## src/rtl/mul_regif_pkg.sv

```systemverilog
// Shared register map, CTRL bit positions and FSM encoding for the
// Wishbone multiplier front-end.
package mul_regif_pkg;

    localparam logic [7:0] OfsOps    = 8'h00;
    localparam logic [7:0] OfsCtrl   = 8'h04;
    localparam logic [7:0] OfsResult = 8'h08;
    localparam logic [7:0] OfsAcc    = 8'h0C;

    localparam int unsigned CtrlStart  = 0;
    localparam int unsigned CtrlAccEn  = 1;
    localparam int unsigned CtrlAccClr = 2;
    localparam int unsigned CtrlIrqEn  = 3;
    localparam int unsigned CtrlBusy   = 8;
    localparam int unsigned CtrlDone   = 9;
    localparam int unsigned CtrlOvf    = 10;

    typedef enum logic {
        StIdle,
        StCalc
    } state_e;

endpackage

```

## src/rtl/mul_wb_regif.sv

```systemverilog
// Wishbone register front-end for an external 16x16 combinational multiplier:
// holds operands, captures the product after a settle delay, optional accumulate.
module mul_wb_regif
    import mul_regif_pkg::*;
#(
    parameter logic [31:0] BASE_ADDR = 32'h3000_0000,
    parameter int unsigned MUL_WAIT  = 2
) (
    input  logic        wb_clk_i,
    input  logic        wb_rst_ni,
    input  logic        wbs_stb_i,
    input  logic        wbs_cyc_i,
    input  logic        wbs_we_i,
    input  logic [3:0]  wbs_sel_i,
    input  logic [31:0] wbs_adr_i,
    input  logic [31:0] wbs_dat_i,
    output logic        wbs_ack_o,
    output logic [31:0] wbs_dat_o,
    output logic [15:0] mul_a_o,
    output logic [15:0] mul_b_o,
    input  logic [31:0] mul_y_i,
    output logic        irq_o,
    output logic        busy_o
);

    localparam int unsigned CntW = $clog2(MUL_WAIT + 1);

    state_e          state_q, state_d;
    logic [CntW-1:0] cnt_q, cnt_d;
    logic            ack_q, ack_d;
    logic [31:0]     dat_q, dat_d;
    logic [31:0]     ops_q, ops_d;
    logic [31:0]     result_q, result_d;
    logic [31:0]     acc_q, acc_d;
    logic            acc_en_q, acc_en_d;
    logic            irq_en_q, irq_en_d;
    logic            done_q, done_d;
    logic            ovf_q, ovf_d;

    logic        req_valid, commit, wr_ops, wr_ctrl;
    logic        start, acc_clr, done_w1c, capture;
    logic [7:0]  ofs;
    logic [31:0] rdata, acc_base;
    logic        ovf_base;
    logic [32:0] acc_sum;

    assign ofs       = wbs_adr_i[7:0];
    assign req_valid = wbs_cyc_i & wbs_stb_i & (wbs_adr_i[31:8] == BASE_ADDR[31:8]);
    // One ack per accepted request; a held strobe drops ack every other cycle.
    assign commit    = req_valid & ~ack_q;
    assign ack_d     = commit;

    assign wr_ops   = commit & wbs_we_i & (ofs == OfsOps) & (state_q == StIdle);
    assign wr_ctrl  = commit & wbs_we_i & (ofs == OfsCtrl);
    assign start    = wr_ctrl & wbs_sel_i[0] & wbs_dat_i[CtrlStart] & (state_q == StIdle);
    assign acc_clr  = wr_ctrl & wbs_sel_i[0] & wbs_dat_i[CtrlAccClr];
    assign done_w1c = wr_ctrl & wbs_sel_i[1] & wbs_dat_i[CtrlDone];

    always_comb begin
        state_d = state_q;
        cnt_d   = cnt_q;
        capture = 1'b0;
        case (state_q)
            StIdle: begin
                if (start) begin
                    state_d = StCalc;
                    cnt_d   = CntW'(MUL_WAIT);
                end
            end
            StCalc: begin
                if (cnt_q == CntW'(1)) begin
                    capture = 1'b1;
                    state_d = StIdle;
                    cnt_d   = '0;
                end else begin
                    cnt_d = cnt_q - CntW'(1);
                end
            end
            default: state_d = StIdle;
        endcase
    end

    always_comb begin
        ops_d = ops_q;
        for (int i = 0; i < 4; i++) begin
            if (wr_ops && wbs_sel_i[i]) ops_d[8*i +: 8] = wbs_dat_i[8*i +: 8];
        end

        acc_en_d = acc_en_q;
        irq_en_d = irq_en_q;
        if (wr_ctrl && wbs_sel_i[0]) begin
            acc_en_d = wbs_dat_i[CtrlAccEn];
            irq_en_d = wbs_dat_i[CtrlIrqEn];
        end

        done_d = done_q;
        if (done_w1c || start) done_d = 1'b0;
        if (capture)           done_d = 1'b1;

        // A clear committed in the capture cycle is applied before the add.
        acc_base = acc_clr ? 32'h0 : acc_q;
        ovf_base = acc_clr ? 1'b0 : ovf_q;
        acc_sum  = {1'b0, acc_base} + {1'b0, mul_y_i};

        result_d = result_q;
        acc_d    = acc_base;
        ovf_d    = ovf_base;
        if (capture) begin
            result_d = mul_y_i;
            if (acc_en_q) begin
                acc_d = acc_sum[31:0];
                ovf_d = ovf_base | acc_sum[32];
            end
        end
    end

    always_comb begin
        rdata = 32'h0;
        case (ofs)
            OfsOps:    rdata = ops_q;
            OfsCtrl: begin
                rdata[CtrlAccEn] = acc_en_q;
                rdata[CtrlIrqEn] = irq_en_q;
                rdata[CtrlBusy]  = (state_q == StCalc);
                rdata[CtrlDone]  = done_q;
                rdata[CtrlOvf]   = ovf_q;
            end
            OfsResult: rdata = result_q;
            OfsAcc:    rdata = acc_q;
            default:   rdata = 32'h0;
        endcase
        dat_d = ack_d ? rdata : 32'h0;
    end

    always_ff @(posedge wb_clk_i) begin
        if (!wb_rst_ni) begin
            state_q  <= StIdle;
            cnt_q    <= '0;
            ack_q    <= 1'b0;
            dat_q    <= 32'h0;
            ops_q    <= 32'h0;
            result_q <= 32'h0;
            acc_q    <= 32'h0;
            acc_en_q <= 1'b0;
            irq_en_q <= 1'b0;
            done_q   <= 1'b0;
            ovf_q    <= 1'b0;
        end else begin
            state_q  <= state_d;
            cnt_q    <= cnt_d;
            ack_q    <= ack_d;
            dat_q    <= dat_d;
            ops_q    <= ops_d;
            result_q <= result_d;
            acc_q    <= acc_d;
            acc_en_q <= acc_en_d;
            irq_en_q <= irq_en_d;
            done_q   <= done_d;
            ovf_q    <= ovf_d;
        end
    end

    assign wbs_ack_o = ack_q;
    assign wbs_dat_o = dat_q;
    assign mul_a_o   = ops_q[15:0];
    assign mul_b_o   = ops_q[31:16];
    assign irq_o     = done_q & irq_en_q;
    assign busy_o    = (state_q == StCalc);

endmodule
```

## config.mk

```make
export PLATFORM = sky130hd
export DESIGN_NAME = mul_wb_regif
export DESIGN_NICKNAME = d
export VERILOG_FILES = /design/src/rtl/mul_regif_pkg.sv /design/src/rtl/mul_wb_regif.sv
export SDC_FILE = /design/constraint.sdc
export NUM_CORES = 1
export LEC_CHECK = 0
export BUFFER_PORTS_ARGS = -buffer_cell sky130_fd_sc_hd__buf_2
export CORE_MARGIN = 2
export CORE_UTILIZATION = 50
export CTS_BUF_LIST = sky130_fd_sc_hd__clkbuf_2
export CTS_CLUSTER_DIAMETER = 80
export DETAILED_ROUTE_END_ITERATION = 12
export PLACE_DENSITY = 0.78
export SYNTH_ARGS = -nofsm -noshare
export SYNTH_HDL_FRONTEND = slang
export SYNTH_SLANG_ARGS = --single-unit
```

## constraint.sdc

```tcl
create_clock -name wb_clk_i -period 5.29 [get_ports wb_clk_i]
set_input_delay 1.058 -clock wb_clk_i [delete_from_list [all_inputs] [get_ports wb_clk_i]]
set_output_delay 1.058 -clock wb_clk_i [all_outputs]
set_load 0.1 [all_outputs]
```

==> qor.csv <==
stage,metric,value,unit
pwr,Clk pwr share,35.2,%
sta,RSZ-0062 raised after global routing,no,
clocking,PostCTS Resize Cnt,0,
sta,final hold violation count,0,
layout,Antenna Cells,0,
place,worst slack at placement,-0.0887,ns
logic_synthesis,Synth area leader,dfxtp_1,
logic_synthesis,asr flop ratio synth,0,%
logic_synthesis,"Seq/Total Area, Yosys",37.9,%
setup_path,Reg2Reg Depth,16,
hold_path,hold depth,2,
grt,initial antenna violation count,0,
detailed_routing,drt pass-1 iters,5,
grt,global route overflow,0,
place,hpwl dp,13.3,mm
grt,GRT Overall Usage,24.8,%
sta,Worst slew margin,22.6,%
place,Port Buffers,171,
setup_path,endpoint class of the critical path,register,
die,Rows,43,
clocking,CTS sink cnt,136,
die,overall die width,124,µm
die,die span in y,124,µm
logic_synthesis,YS warnings,0,
detailed_routing,routed vias/inst,5.32,
grt,largest net degree at the start of global routing,57,
logic_synthesis,Syn Nets,1011,
grt,first-pass GRT wire length,29.8,mm
setup_path,r2r setup slk,0.77,ns
clocking,Post-CTS Hold Buffers,0,
layout,fraction of layout cells with a size suffix above 1,23.0,%
clocking,Longest Clk Path Bufs,2,
detailed_routing,Final ANT Viol Nets,0,
sta,period utilization,88.8,%
logic_synthesis,number of flops mapped to enable cells by yosys,0,
pwr,LEAKAGE,3.75,nW
flow_run,max_cap viols,0,
die,# IOs,172,
detailed_routing,drt total wl,18.4,mm
detailed_routing,M1 wire length,8.51,mm
setup_path,CP required,5.94,ns
setup_path,critical path launch point type,primary input,
detailed_routing,drt first-iter violations,253,
setup_path,maximum fanout along the worst path,16,
pwr,sw power,446,µW
die,core area,13900,µm²
detailed_routing,Routed wire per std cell,15.0,µm
hold_path,hold_sp,result_q[7]$_SDFFE_PN0P_,
sta,Fin Hold WS,0.473,ns
clocking,CTS Buf Count,17,
clocking,Clock Latency Late Sink,0.72,ns
pwr,Pint,1.35,mW
setup_path,Worst setup startpoint,wbs_adr_i[15],
setup_path,RR Endpoint,acc_q[30]$_SDFF_PN0_,
clocking,Post-CTS Setup Bufs,0,
pwr,pwr dens,213,nW/µm²
sta,worst clock skew,0.0327,ns
pwr,sequential power share,57.0,%
die,die area,15300,µm²
detailed_routing,vias,6519,
setup_path,Critical Path AT,5.35,ns
detailed_routing,top sig layer,met4,
die,starting density of the core,51.5,%
clocking,CTS tree,yes,
detailed_routing,DRC,0,
layout,fillers,1281,
pwr,combinational fraction of design power,7.8,%
sta,# setup viols final,0,
hold_path,Hold Path Sink,result_q[7]$_SDFFE_PN0P_,
logic_synthesis,Post-Syn Area,7180,µm²
run_status,status,finished clean,
sta,Tmin final,4.70,ns
pwr,VDD IR max,0.181,mV
setup_path,worst r2r src,wbs_ack_o$_SDFF_PN0_,
logic_synthesis,#FFs+latches synth,136,
pwr,switching share of power,24.8,%
sta,Pins Over Slew Limit,0,
grt,vias in the first global route,6185,
logic_synthesis,Main synth FF type,dfxtp_1,
logic_synthesis,share of the synthesized area in the top cell type,37.9,%
setup_path,critical path class,primary input to register,
clocking,CTS root buf,clkbuf_2,
detailed_routing,met2 wire length,8.89,mm
clocking,Clock transition at path regs,0.19,ns
layout,area growth from synthesis to layout,17.8,%
sta,Worst Max-Slew Pin Slew,1.16,ns
logic_synthesis,Synth Area per Inst,8.24,µm²
logic_synthesis,Cell variety after synth,63,
place,Routability Congestion,0.937,
sta,Max Clk Rate,0.213,GHz
logic_synthesis,"top cells by area, synth","dfxtp_1 (38%), nand2_1 (9.2%), a21boi_0 (7.0%)",
sta,PnR worst setup slack,0.594,ns
detailed_routing,DR WL met3,797,µm
logic_synthesis,Synth Instances,872,
hold_path,worst min path class,register to register,
layout,nets@finish,1173,
clocking,H-tree Lvls,4,
## placed cells by master, fill, tap and decap left out, drive strengths merged, types with 3 or more instances in the layout
cell type and instances:
buf 192, nand2 176, dfxtp 136, a21boi 67, nor2 65, a21oi 56
and2 51, o21ai 42, mux2i 34, ha 33, clkbuf 21, a21o 19
nand3 18, xnor2 17, nor2b 14, inv 11, xor2 10, nor4 7
nor3 6, clkinv 6, nand4 5, mux4 5, and3 5, a211oi 4
o211ai 4, or3 3, o21bai 3, bufinv 3
## state kept, by name (all words and copies together), names as in the netlist
| name | flops |
|---|---|
| ops_q | 32 |
| ovf_q | 1 |
| result_q | 32 |
| acc_q | 32 |
| busy_o | 1 |
| wbs_dat_o | 32 |
| irq_en_q | 1 |
| cnt_q | 2 |
| acc_en_q | 1 |
| done_q | 1 |
| wbs_ack_o | 1 |
## how the worst max path moves through the flow
stage / cells after the start / slack (ns) / to
6_report: 17 / 0.59 / acc_q[30]$_SDFF_PN0_
5_1_grt: 17 / 0.30 / acc_q[30]$_SDFF_PN0_
4_1_cts: 17 / 0.71 / acc_q[30]$_SDFF_PN0_
3_5_place_dp: 17 / -0.09 / acc_q[30]$_SDFF_PN0_
3_3_place_gp: 17 / 0.03 / acc_q[30]$_SDFF_PN0_
2_1_floorplan: 17 / 0.26 / acc_q[30]$_SDFF_PN0_
## worst max-delay path, stage by stage
cell and delay (ns):
buf_2 0.09, nor4_1 0.27, nand4_1 0.15, nor4_1 0.46, and4_1 0.28, nand2_1 0.25, buf_4 0.29, and2_1 0.18
ha_1 0.37, o2111a_1 0.23, or3b_4 0.40, a311oi_4 0.33, nand3_2 0.14, a2111oi_2 0.31, o21ai_1 0.14, and3_4 0.19
o31ai_2 0.19
## synth_stat cells (10+ instances only)
cell / n
inv_1: 10
clkbuf_1: 43
a21o_1: 18
a21boi_0: 67
ha_1: 33
a21oi_1: 56
xor2_1: 10
nor2b_1: 14
nand2_1: 176
xnor2_1: 17
o21ai_0: 41
and2_1: 50
mux2i_1: 34
nand3_1: 17
dfxtp_1: 136
nor2_1: 65
## cells by family (layout without fill, tap and decap cells)
| logic type | count (synthesis) | in the layout | synth area share (%) |
|---|---|---|---|
| AO/OA/AOI/OAI | 218 | 218 | 20.2 |
| XOR/XNOR | 27 | 27 | 3.29 |
| adder cells (fa/ha/maj) | 34 | 34 | 6.03 |
| buffers and inverters | 60 | 234 | 3.29 |
| flip-flops | 136 | 136 | 37.9 |
| multiplexers | 39 | 39 | 6.31 |
| AND/OR/NAND/NOR | 358 | 358 | 23.0 |
## metal layers
metal / track usage (%) / vias to the layer above
met4: 6.89 / 0
met5: 0 / -
met1: 31.3 / 3007
li1: - / 3342
met2: 42.5 / 151
met3: 5.77 / 19
## final cells by class
| cell class | instances | area (µm²) | share of cell area (%) |
|---|---|---|---|
| Clock inverter | 10 | 129 | 1.52 |
| Sequential cell | 136 | 2720 | 32.2 |
| Tap cell | 180 | 225 | 2.66 |
| Multi-Input combinational cell | 676 | 4220 | 49.9 |
| Clock buffer | 21 | 105 | 1.24 |
| Inverter | 11 | 41.3 | 0.488 |
| Timing Repair Buffer | 192 | 1010 | 12.0 |
## stage by stage
step	total power, mW	util, %	TNS [ns]	cell area (µm²)	std cells
2_1_floorplan	1.12	-	0	7180	872
6_report	1.80	60.7	0	8460	1226
5_1_grt	1.87	60.7	0	8460	1226
3_3_place_gp	1.19	59.0	0	8230	1195
4_1_cts	1.82	60.7	0	8460	1226
3_5_place_dp	1.19	59.0	-0.0912	8230	1195
## power groups by stage
stage               combinational [mW]  sequential [mW]  clock, mW
floorplan                       0.0737             1.05          0
global placement                 0.140             1.05          0
detailed placement               0.140             1.05          0
CTS                              0.141             1.03      0.649
global route                     0.154             1.03      0.691
finish                           0.141             1.03      0.634
(Power assumes the default switching activity.)
